[src/rtl/text_console_writer.sv]
// Byte-stream to text-area command generator: cursor, wrap, CR/LF, scroll and row clearing.
// Optional backspace handling is built when TEXT_CONSOLE_BACKSPACE_EN is defined.
module text_console_writer #(
  parameter int          COLS         = 80,
  parameter int          VIS_ROWS     = 60,
  parameter int          BUF_ROWS     = 64,
  parameter logic [7:0]  DEFAULT_ATTR = 8'h0F
) (
  input  logic        i_cmd_clk,
  input  logic        i_rst,
  input  logic [7:0]  i_byte,
  input  logic        i_byte_valid,
  output logic        o_byte_ready,
  input  logic [7:0]  i_attr,
  input  logic        i_clear,
  output logic        o_busy,
  output logic [31:0] o_cmd_data,
  output logic [5:0]  o_cursor_row,
  output logic [6:0]  o_cursor_col
);

  localparam int RW = $clog2(BUF_ROWS);
  localparam logic [6:0]    LAST_COL = 7'(COLS - 1);
  localparam logic [5:0]    LAST_ROW = 6'(VIS_ROWS - 1);
  localparam logic [RW-1:0] LAST_BUF = RW'(BUF_ROWS - 1);
  localparam logic [RW-1:0] VIS_OFF  = RW'(VIS_ROWS);

  typedef enum logic [2:0] {
    IDLE,
    POS,
    CELL,
    NL,
    SCROLL,
    CLR_POS,
    CLR_CELL
  } state_t;

  state_t          state_reg;
  logic            phase_reg;
  logic [31:0]     cmd_reg;
  logic [5:0]      row_reg;
  logic [6:0]      col_reg;
  logic [RW-1:0]   top_reg;
  logic [7:0]      attr_reg;
  logic [7:0]      char_reg;
  logic            erase_reg;
  logic            clr_all_reg;
  logic [RW-1:0]   clr_row_reg;
  logic [6:0]      clr_col_reg;
  logic [RW-1:0]   abs_row;

  assign abs_row = top_reg + RW'(row_reg);

  function automatic logic [31:0] cursor_cmd(input logic [5:0] row, input logic [6:0] col);
    return {4'b0111, 6'd0, row, 9'd0, col};
  endfunction

  function automatic logic [31:0] cell_cmd(input logic [7:0] attr, input logic [7:0] ch);
    return {4'b1000, 12'd0, attr, ch};
  endfunction

  function automatic logic [31:0] scroll_cmd(input logic [RW-1:0] top);
    return {4'b0010, 19'd0, 6'(top), 3'b000};
  endfunction

  assign o_byte_ready = (state_reg == IDLE) && !i_clear;
  assign o_busy       = (state_reg != IDLE);
  assign o_cmd_data   = cmd_reg;
  assign o_cursor_row = row_reg;
  assign o_cursor_col = col_reg;

  always_ff @(posedge i_cmd_clk or posedge i_rst) begin
    if (i_rst) begin
      state_reg   <= IDLE;
      phase_reg   <= 1'b0;
      cmd_reg     <= '0;
      row_reg     <= '0;
      col_reg     <= '0;
      top_reg     <= '0;
      attr_reg    <= DEFAULT_ATTR;
      char_reg    <= '0;
      erase_reg   <= 1'b0;
      clr_all_reg <= 1'b0;
      clr_row_reg <= '0;
      clr_col_reg <= '0;
    end else begin
      phase_reg <= ~phase_reg;
      // Commands change only on the edge before the consumer's execute edge; idle slots carry NOP.
      if (phase_reg) cmd_reg <= '0;

      case (state_reg)
        IDLE: begin
          if (i_clear) begin
            top_reg     <= '0;
            row_reg     <= '0;
            col_reg     <= '0;
            clr_all_reg <= 1'b1;
            clr_row_reg <= '0;
            clr_col_reg <= '0;
            state_reg   <= SCROLL;
          end else if (i_byte_valid) begin
            attr_reg <= i_attr;
            if (i_byte >= 8'h20 && i_byte <= 8'h7E) begin
              char_reg  <= i_byte;
              erase_reg <= 1'b0;
              state_reg <= POS;
            end else if (i_byte == 8'h0D) begin
              col_reg <= '0;
            end else if (i_byte == 8'h0A) begin
              state_reg <= NL;
            end
`ifdef TEXT_CONSOLE_BACKSPACE_EN
            else if (i_byte == 8'h08 && col_reg != 7'd0) begin
              col_reg   <= col_reg - 7'd1;
              char_reg  <= 8'h20;
              erase_reg <= 1'b1;
              state_reg <= POS;
            end
`endif
          end
        end

        POS: begin
          if (phase_reg) begin
            cmd_reg   <= cursor_cmd(6'(abs_row), col_reg);
            state_reg <= CELL;
          end
        end

        CELL: begin
          if (phase_reg) begin
            cmd_reg <= cell_cmd(attr_reg, char_reg);
            if (erase_reg) begin
              state_reg <= IDLE;
            end else if (col_reg == LAST_COL) begin
              col_reg   <= '0;
              state_reg <= NL;
            end else begin
              col_reg   <= col_reg + 7'd1;
              state_reg <= IDLE;
            end
          end
        end

        NL: begin
          if (row_reg < LAST_ROW) begin
            row_reg   <= row_reg + 6'd1;
            state_reg <= IDLE;
          end else begin
            // New top row; the row entering at the bottom is top + VIS_ROWS - 1 of the new top.
            top_reg     <= top_reg + 1'b1;
            clr_row_reg <= top_reg + VIS_OFF;
            clr_col_reg <= '0;
            clr_all_reg <= 1'b0;
            state_reg   <= SCROLL;
          end
        end

        SCROLL: begin
          if (phase_reg) begin
            cmd_reg   <= scroll_cmd(top_reg);
            state_reg <= CLR_POS;
          end
        end

        CLR_POS: begin
          if (phase_reg) begin
            cmd_reg   <= cursor_cmd(6'(clr_row_reg), clr_col_reg);
            state_reg <= CLR_CELL;
          end
        end

        CLR_CELL: begin
          if (phase_reg) begin
            cmd_reg <= cell_cmd(attr_reg, 8'h20);
            if (clr_col_reg == LAST_COL) begin
              clr_col_reg <= '0;
              if (clr_all_reg && clr_row_reg != LAST_BUF) begin
                clr_row_reg <= clr_row_reg + 1'b1;
                state_reg   <= CLR_POS;
              end else begin
                clr_all_reg <= 1'b0;
                state_reg   <= IDLE;
              end
            end else begin
              clr_col_reg <= clr_col_reg + 7'd1;
              state_reg   <= CLR_POS;
            end
          end
        end

        default: state_reg <= IDLE;
      endcase
    end
  end

endmodule

[config.mk]
export PLATFORM = sky130hd
export DESIGN_NAME = text_console_writer
export DESIGN_NICKNAME = d
export VERILOG_FILES = /design/src/rtl/text_console_writer.sv
export SDC_FILE = /design/constraint.sdc
export NUM_CORES = 1
export LEC_CHECK = 0
export CORE_ASPECT_RATIO = 0.6
export CORE_MARGIN = 2
export CORE_UTILIZATION = 54
export DETAILED_ROUTE_END_ITERATION = 6
export GPL_ROUTABILITY_DRIVEN = 1
export GPL_TIMING_DRIVEN = 0
export PLACE_DENSITY = 0.8
export SYNTH_ARGS = -nofsm -noshare
export SYNTH_HDL_FRONTEND = slang
export SYNTH_SLANG_ARGS = --single-unit
[constraint.sdc]
create_clock -name i_cmd_clk -period 3.55 [get_ports i_cmd_clk]
set_clock_uncertainty 0.2 [all_clocks]
set_input_delay 0.71 -clock i_cmd_clk [delete_from_list [all_inputs] [get_ports i_cmd_clk]]
set_output_delay 0.71 -clock i_cmd_clk [all_outputs]
set_load 0.02 [all_outputs]
# Yosys cells after proc, flatten, opt, wreduce, memory -nomap -nowiden
# Index checks and enable logic that the tools add are counted.
dict set report totals {
  in_bits 20
  elab_cells 118
  ff_bits 85
}
dict set report classes {
  n_reduce_logical 18
  order_cmp 3
  n_bitwise 2
  n_mux 50
  addsub 7
  n_eq_ne 27
}
# op count
set op_table {}
lappend op_table {{32-bit two-way mux} 6}
lappend op_table {{32-bit one-hot mux with 5 select lines} 1}
lappend op_table {{7-bit two-way mux} 10}
lappend op_table {{6-bit two-way mux} 7}
lappend op_table {{3-bit two-way mux} 13}
lappend op_table {{6-bit one-hot mux with 2 select lines} 2}
lappend op_table {{2-bit inequality test (second input constant)} 11}
lappend op_table {{3-bit one-hot mux with 7 select lines} 1}
lappend op_table {{7-bit one-hot mux with 3 select lines} 1}
lappend op_table {{6-bit by 1-bit adder with 6-bit output (second input constant)} 3}
lappend op_table {{6-bit one-hot mux with 3 select lines} 1}
lappend op_table {{8-bit by 4-bit == test with 1-bit output (second input constant)} 2}
lappend op_table {{7-bit by 1-bit adder with 7-bit output (second input constant)} 2}
lappend op_table {{7-bit == test (second input constant)} 2}
lappend op_table {{7-bit one-hot mux with 2 select lines} 1}
lappend op_table {{6-bit AND reduction} 2}
lappend op_table {{3-bit == test (second input constant)} 3}
lappend op_table {{3-bit AND reduction} 3}
lappend op_table {{8-bit by 6-bit greater-or-equal comparator with 1-bit output (second input constant)} 1}
lappend op_table {{8-bit by 7-bit less-or-equal comparator with 1-bit output (second input constant)} 1}
lappend op_table {{4-bit AND reduction} 2}
lappend op_table {{8-bit AND reduction} 1}
lappend op_table {{6-bit adder} 1}
lappend op_table {{6-bit adder (second input constant)} 1}
lappend op_table {{other kinds (18)} 29}

# Longest topological paths before layout
# Gate-level depths: netlist of the first run.
dict set report logic_depth {
  word_depth 7
  mapped_depth 8
  mapped_depth_nobuf 8
}

# Worst setup path before layout of the first run
# No wires, ideal clock.
dict set report synth_path {
  path_kind {input-to-reg}
  from {input port i_clear}
  to {register char_reg[0]}
  path_buffers 1
  path_slack_ns 1.175
  t_arrival_ns 2.050
  cell_stages 5
  cell_sequence {nor4_4 > nand2_2 > or2_1 > buf_6 > mux2_4}
}
dict set report synth_between {
  elab_chain_len 2
}
# item line_no
set synth_rtl {}
lappend synth_rtl {{start, declared} 15} ;# input logic i_clear,
lappend synth_rtl {{1-bit inverter (no source line)} --}
lappend synth_rtl {{4-bit AND reduction (no source line)} --}
lappend synth_rtl {{end signal, assigned} 104} ;# char_reg <= i_byte;
lappend synth_rtl {{end, declared} 45} ;# logic [7:0] char_reg;
# No other way between the ends.
# A chain may end at the register's enable or synchronous reset.

# Worst setup path after layout of the first run
dict set report layout_path {
  from {input port i_clear}
  to {output port o_byte_ready}
}
dict set report layout_between {
  elab_chain_len 2
}
# item line_no
set layout_rtl {}
lappend layout_rtl {{1-bit logical NOT} 66} ;# assign o_byte_ready = (state_reg == IDLE) && !i_clear;
lappend layout_rtl {{1-bit logical AND} 66}
lappend layout_rtl {{end, declared} 13} ;# output logic o_byte_ready,
# No other way between the ends.

==> results.cfg, run 1 <==
[route]
drt_iter0_drc = 389
wl_mm = 12.3
num_vias = 3794
wl_per_cell_um = 19.7
vias_per_cell = 6.06
drc = 0
firstDrtPassIters = 7
antenna_left = 0

[grt]
antenna_found_initial = 0
track_usage_pct = 29.9
overflow = 0
grt_pass1_wl_mm = 20.0
grt_max_degree = 49
grt_pass1_vias = 3712

[power_and_ir_drop]
clkPwrFrac_pct = 25.4
sequentialPowerShare_pct = 37.3
finalPower_uw = 3910
p_sw_share_pct = 38.4
netSwitchingPower_uw = 1500
vdd_drop_max_mv = 0.386
pwr_density_cell_mw_per_mm2 = 698
power_frac_comb_pct = 37.3
cellInternalPower_uw = 2410
p_leak_uw = 0.00241

[critical_path]
path_buf_inv = 2
criticalPathCategory = in2out
worst-path-stages = 3
ff2ff_path_depth = 6
cp_max_fo = 7
critPathLaunchType = input pin
path_delay_family = buffers and inverters
required_ns = 2.64
arrival_ns = 2.30
path_cells = clkdlybuf4s50_1, nor4_4, clkdlybuf4s50_1
cp_common_cell = clkdlybuf4s50_1
cp-end-kind = output pin
critPathSlowestCell = clkdlybuf4s50_1
startpoint = i_clear
slowest_delay_ns = 0.69
r2r-start = o_cursor_row[0]$_DFFE_PP0P_

[status]
status = finished, final reports clean

[cts]
clkLatencyLatePin_ns = 0.36
cts_htree_levels = 3
clk_pin_slew_worst_paths_ns = 0.06
cts_resized = 0
clkSinkCount = 85
cts_tree = done
post_cts_buffers = 0
hold_buffers = 0
cts-root-buf = clkbuf_16
cts_buffers = 9
clk_path_buf_depth = 2

[floorplanning]
io_pins = 67
rows = 25
die_area_sq_mm = 0.00903
coreArea_sq_mm = 0.00795
die_w_um = 121
initial_utilization_pct = 56.2
die_h_um = 74.4

[final_layout]
mostFrequentLayoutCells = 81 x dfrtp_1, 66 x clkdlybuf4s50_1, 38 x nand2_1, 32 x nor2_1, 19 x o21ai_1
final_layout_size_suffix_gt1_share_pct = 12.0
largest_reg_flops = 32
nets = 546
fin_area_sq_mm = 0.00560
n_antenna_cell = 0
area_delta_synth_final_pct = 25.5
layout_commonest_cell = dfrtp_1

[timing]
worst_pin_slew_ns = 0.635
slew_headroom_pct = 57.3
layout_min_cycle_time_ns = 3.21
period_share_pct = 90.4
fmax_mhz = 311
setup_viol = 0
hold_viol = 0
rsz0062_at_grt = false
drv_slew = 0

[hold_path]
min_from = clr_all_reg$_DFFE_PP0P_
hp-class = reg2reg
hold_depth = 1

[yosys]
synth-async-reset-ratio_pct = 100
syn_nets = 468
synth.avg_cell_area_sq_um = 10.3
yosysWarnings = 0
yosysTopAreaCellShare_pct = 45.4
ys_ff_latch = 85
synth_top_cell_by_area = dfrtp_1
synth_edf_count = 0
synth_ff_type = dfrtp_1
synth_area_sq_mm = 0.00446
synthTopCellsByArea = dfrtp_1 45%, ha_1 3.4%, nand2_1 3.2%
yosysUniqueCellTypes = 63
synthCells = 435
yosysSeqAreaShare_pct = 47.8

[placed_design]
place_hpwl_mm = 8.86
portBuffers = 66
post_dp_cell_area_sq_mm = 0.00529
routabilityCongestion = 0.861

[run]
cap_viol_max_count = 0
logic make-up after synthesis:
| group | after synthesis | synth area share (%) |
|---|---|---|
| adder cells (fa/ha/maj) | 13 | 3.81 |
| AO/OA/AOI/OAI | 120 | 18.4 |
| AND/OR/NAND/NOR | 143 | 17.4 |
| buffers and inverters | 37 | 3.56 |
| XOR/XNOR | 13 | 2.55 |
| flip-flops | 85 | 47.8 |
| multiplexers | 24 | 6.50 |
area by class of cell:
| cell class | count | area, sq um |
|---|---|---|
| Fill cell | 605 | 2340 |
| Multi-Input combinational cell | 313 | 2170 |
| Sequential cell | 85 | 2130 |
| Timing Repair Buffer | 67 | 688 |
| Clock buffer | 10 | 239 |
| Tap cell | 108 | 135 |
| Buffer | 19 | 91.3 |
| Clock inverter | 6 | 75.1 |
| Inverter | 18 | 70.1 |
metal layers:
| metal | vias up | global-route usage (%) | share of wire, % |
|---|---|---|---|
| li1 | 1746 | - | - |
| met1 | 1863 | 42.7 | 44 |
| met2 | 161 | 44.2 | 44 |
| met3 | 24 | 9.13 | 9.7 |
| met4 | 0 | 9.58 | 1.7 |
| met5 | - | 0 | 0 |
Yosys cell counts (all sizes together), types with 2 or more instances:
cell     count
nand2b       5
a21oi       16
o21bai       2
nand3       18
o2bb2ai     15
and3         6
o41ai        2
nor4         3
inv         17
nor2b       16
nand2       39
a211oi       3
mux2i        5
o31ai        7
xor2        11
ha          12
o221ai       6
dfstp        4
or4          2
nor3b        2
nor2        32
nand4        4
clkbuf       7
buf         12
nand3b       3
o21ai       38
xnor2        2
nor3         5
dfrtp       81
a21o         3
and2         2
a31oi        6
mux2        19
o21a         5
a22oi        8
a32oi        2
final timing paths:
kind                            slack [ns]                           to
worst max register to register        1.01   clr_col_reg[6]$_DFFE_PP0P_
worst min-delay path                  0.28      clr_all_reg$_DFFE_PP0P_
min in group asynchronous             0.53     o_cmd_data[24]$_DFF_PP0_
max in group asynchronous             2.00  o_cursor_col[5]$_DFFE_PP0P_
worst max-delay path                  0.34                 o_byte_ready
worst min register to register        0.28      clr_all_reg$_DFFE_PP0P_
power by group through the flow:
| stage | logic, uW | clock network [uW] | registers, uW |
|---|---|---|---|
| final | 1460 | 993 | 1460 |
| after CTS | 1440 | 997 | 1450 |
| after floorplan | 847 | 0 | 1500 |
| after global routing | 1590 | 1040 | 1490 |
| after detailed placement | 1420 | 0 | 1460 |
| after global placement | 1370 | 0 | 1450 |
metrics by stage:
stage / cells / setup WS [ns] / hold WS, ns / utilization [%] / TNS, ns
floorplan: 435 / 0.453 / 0.250 / - / 0
global placement: 609 / -0.840 / 0.259 / 66.2 / -67.51
detailed placement: 610 / 0.338 / 0.267 / 66.6 / 0
CTS: 626 / 0.326 / 0.280 / 70.5 / 0
global route: 626 / 0.273 / 0.303 / 70.5 / 0
finish: 626 / 0.340 / 0.279 / 70.5 / 0
Note: power is estimated with default switching activity, not from simulation.
==> run 2, diff against run 1 <==
--- a/config.mk
+++ b/config.mk
@@ -12,6 +12,7 @@
 export GPL_ROUTABILITY_DRIVEN = 1
 export GPL_TIMING_DRIVEN = 0
 export PLACE_DENSITY = 0.8
+export SKIP_CTS_REPAIR_TIMING = 1
 export SYNTH_ARGS = -nofsm -noshare
 export SYNTH_HDL_FRONTEND = slang
 export SYNTH_SLANG_ARGS = --single-unit
==> results of run 2 <==
No change in the layout: final DEF, timing and power equal those of run 1.
==> run 3, diff against run 2 <==
--- a/config.mk
+++ b/config.mk
@@ -6,12 +6,13 @@
 export NUM_CORES = 1
 export LEC_CHECK = 0
 export CORE_ASPECT_RATIO = 0.6
-export CORE_MARGIN = 2
+export CORE_MARGIN = 3
 export CORE_UTILIZATION = 54
 export DETAILED_ROUTE_END_ITERATION = 6
 export GPL_ROUTABILITY_DRIVEN = 1
 export GPL_TIMING_DRIVEN = 0
 export PLACE_DENSITY = 0.8
+export RECOVER_POWER = 100
 export SKIP_CTS_REPAIR_TIMING = 1
 export SYNTH_ARGS = -nofsm -noshare
 export SYNTH_HDL_FRONTEND = slang
==> results.cfg, run 3 (synthesis gave the netlist of run 1 again) <==
[floorplanning]
io_pins = 67
die_w_um = 123
coreArea_sq_mm = 0.00763
initial_utilization_pct = 58.5
rows = 24
die_h_um = 76.4
die_area_sq_mm = 0.00943

[final_layout]
fin_util_pct = 71.9
nets = 546
layout_commonest_cell = dfrtp_1
mostFrequentLayoutCells = 81 x dfrtp_1, 50 x dlygate4sd3_1, 39 x nand2_1, 32 x nor2_1, 28 x o21ai_0
final_layout_size_suffix_gt1_share_pct = 8.30
n_antenna_cell = 0
largest_reg_flops = 32
area_delta_synth_final_pct = 22.8

[cts]
cts_tree = done
clk_pin_slew_worst_paths_ns = 0.07
clkLatencyLatePin_ns = 0.35
clk_path_buf_depth = 2
cts-root-buf = clkbuf_16
clkSinkCount = 85
cts_htree_levels = 3
cts_buffers = 9

[route]
drt_iter0_drc = 499
num_vias = 3778
firstDrtPassIters = 7
drc = 0
wl_mm = 12.2
wl_per_cell_um = 19.6
antenna_left = 0
vias_per_cell = 6.07

[timing]
period_share_pct = 94.3
layout_min_cycle_time_ns = 3.35
setup_viol = 0
slew_headroom_pct = 9.99
rsz0062_at_grt = false
worst_slack_ns = 0.201
hold_viol = 0
worst_pin_slew_ns = 1.34
drv_slew = 0
fmax_mhz = 299

[hold_path]
hp-class = reg2reg
hold_depth = 1
min_from = o_cmd_data[10]$_DFF_PP0_
holdPathEnd = o_cmd_data[10]$_DFF_PP0_

[power_and_ir_drop]
power_frac_comb_pct = 35.8
pwr_density_cell_mw_per_mm2 = 678
p_sw_share_pct = 39.5
vdd_drop_max_mv = 0.417
sequentialPowerShare_pct = 39.2
clkPwrFrac_pct = 24.9
cellInternalPower_uw = 2250
p_leak_uw = 0.00247
netSwitchingPower_uw = 1470

[grt]
grt_pass1_vias = 3806
track_usage_pct = 27.4
antenna_found_initial = 0
overflow = 0
grt_pass1_wl_mm = 20.0
grt_max_degree = 69

[placed_design]
place_hpwl_mm = 8.86
routabilityCongestion = 0.867
dp_slack_ns = 0.334
portBuffers = 66

[critical_path]
ff2ff_path_depth = 6
criticalPathCategory = in2out
reg2reg_slack_ns = 0.44
arrival_ns = 2.44
r2r_end = clr_col_reg[6]$_DFFE_PP0P_
critPathLaunchType = input pin
cp-end-kind = output pin
r2r-start = state_reg[0]$_DFFE_PP0P_
cp_max_fo = 7
required_ns = 2.64

[run]
cap_viol_max_count = 0

[status]
status = finished, final reports clean
[run 3: changes by cell type in the layout (fill, tap and decap cells not counted), sizes merged]
cell and change:
clkinvlp +1, dlygate4sd3 +50, clkdlybuf4s50 -50, buf -7, bufinv -1, clkbuf +7
[run 3: critical path, cell delays in order]
cell and delay (ns):
dlygate4sd3_1 0.63, nor4_4 0.36, dlygate4sd3_1 0.74
[run 3: final cells by class]
cell class | count | area [sq um]
fillers | 575 | 2140
flip-flops and latches | 85 | 2130
multi-input cells | 313 | 2100
repair buffers | 67 | 688
clock buffers | 10 | 239
well taps | 104 | 130
plain buffers | 19 | 75.1
inverters | 18 | 68.8
clock inverters | 6 | 51.3
[run 3: stage by stage]
step | total power [uW] | setup TNS [ns] | cell area [sq um] | cells | hold slack (ns)
3_5_place_dp | 2880 | 0 | 5290 | 606 | 0.273
2_1_floorplan | 2350 | 0 | 4460 | 435 | 0.250
6_report | 3720 | 0 | 5480 | 622 | 0.288
5_1_grt | 3930 | 0 | 5480 | 622 | 0.300
4_1_cts | 3820 | 0 | 5580 | 622 | 0.295
3_3_place_gp | 2820 | -71.63 | 5260 | 605 | 0.261
[run 3: layer usage]
metal / vias to the layer above / part of all wire (%) / track usage, %
met2: 184 / 43 / 38.3
met5: - / 0 / 0
li1: 1739 / - / -
met4: 0 / 1.3 / 6.08
met1: 1833 / 46 / 39.6
met3: 22 / 10 / 11.4
[run 3: worst max path at each step]
| stage | end | cells past startpoint | from | slack, ns |
|---|---|---|---|---|
| global route | o_byte_ready | 3 | i_clear | 0.15 |
| detailed placement | o_byte_ready | 3 | i_clear | 0.33 |
| CTS | o_byte_ready | 3 | i_clear | 0.33 |
| floorplan | attr_reg[4]$_DFFE_PP0P_ | 1 | i_rst | 0.45 |
| global placement | clr_col_reg[4]$_DFFE_PP0P_ | 2 | i_rst | -0.89 |
| finish | o_byte_ready | 3 | i_clear | 0.20 |
[run 3: power by group through the flow]
stage          registers (uW)  logic [uW]  clock network [uW]
6_report                 1460        1330                 927
5_1_grt                  1490        1460                 982
4_1_cts                  1450        1430                 939
3_5_place_dp             1470        1410                   0
3_3_place_gp             1450        1370                   0
2_1_floorplan            1500         847                   0
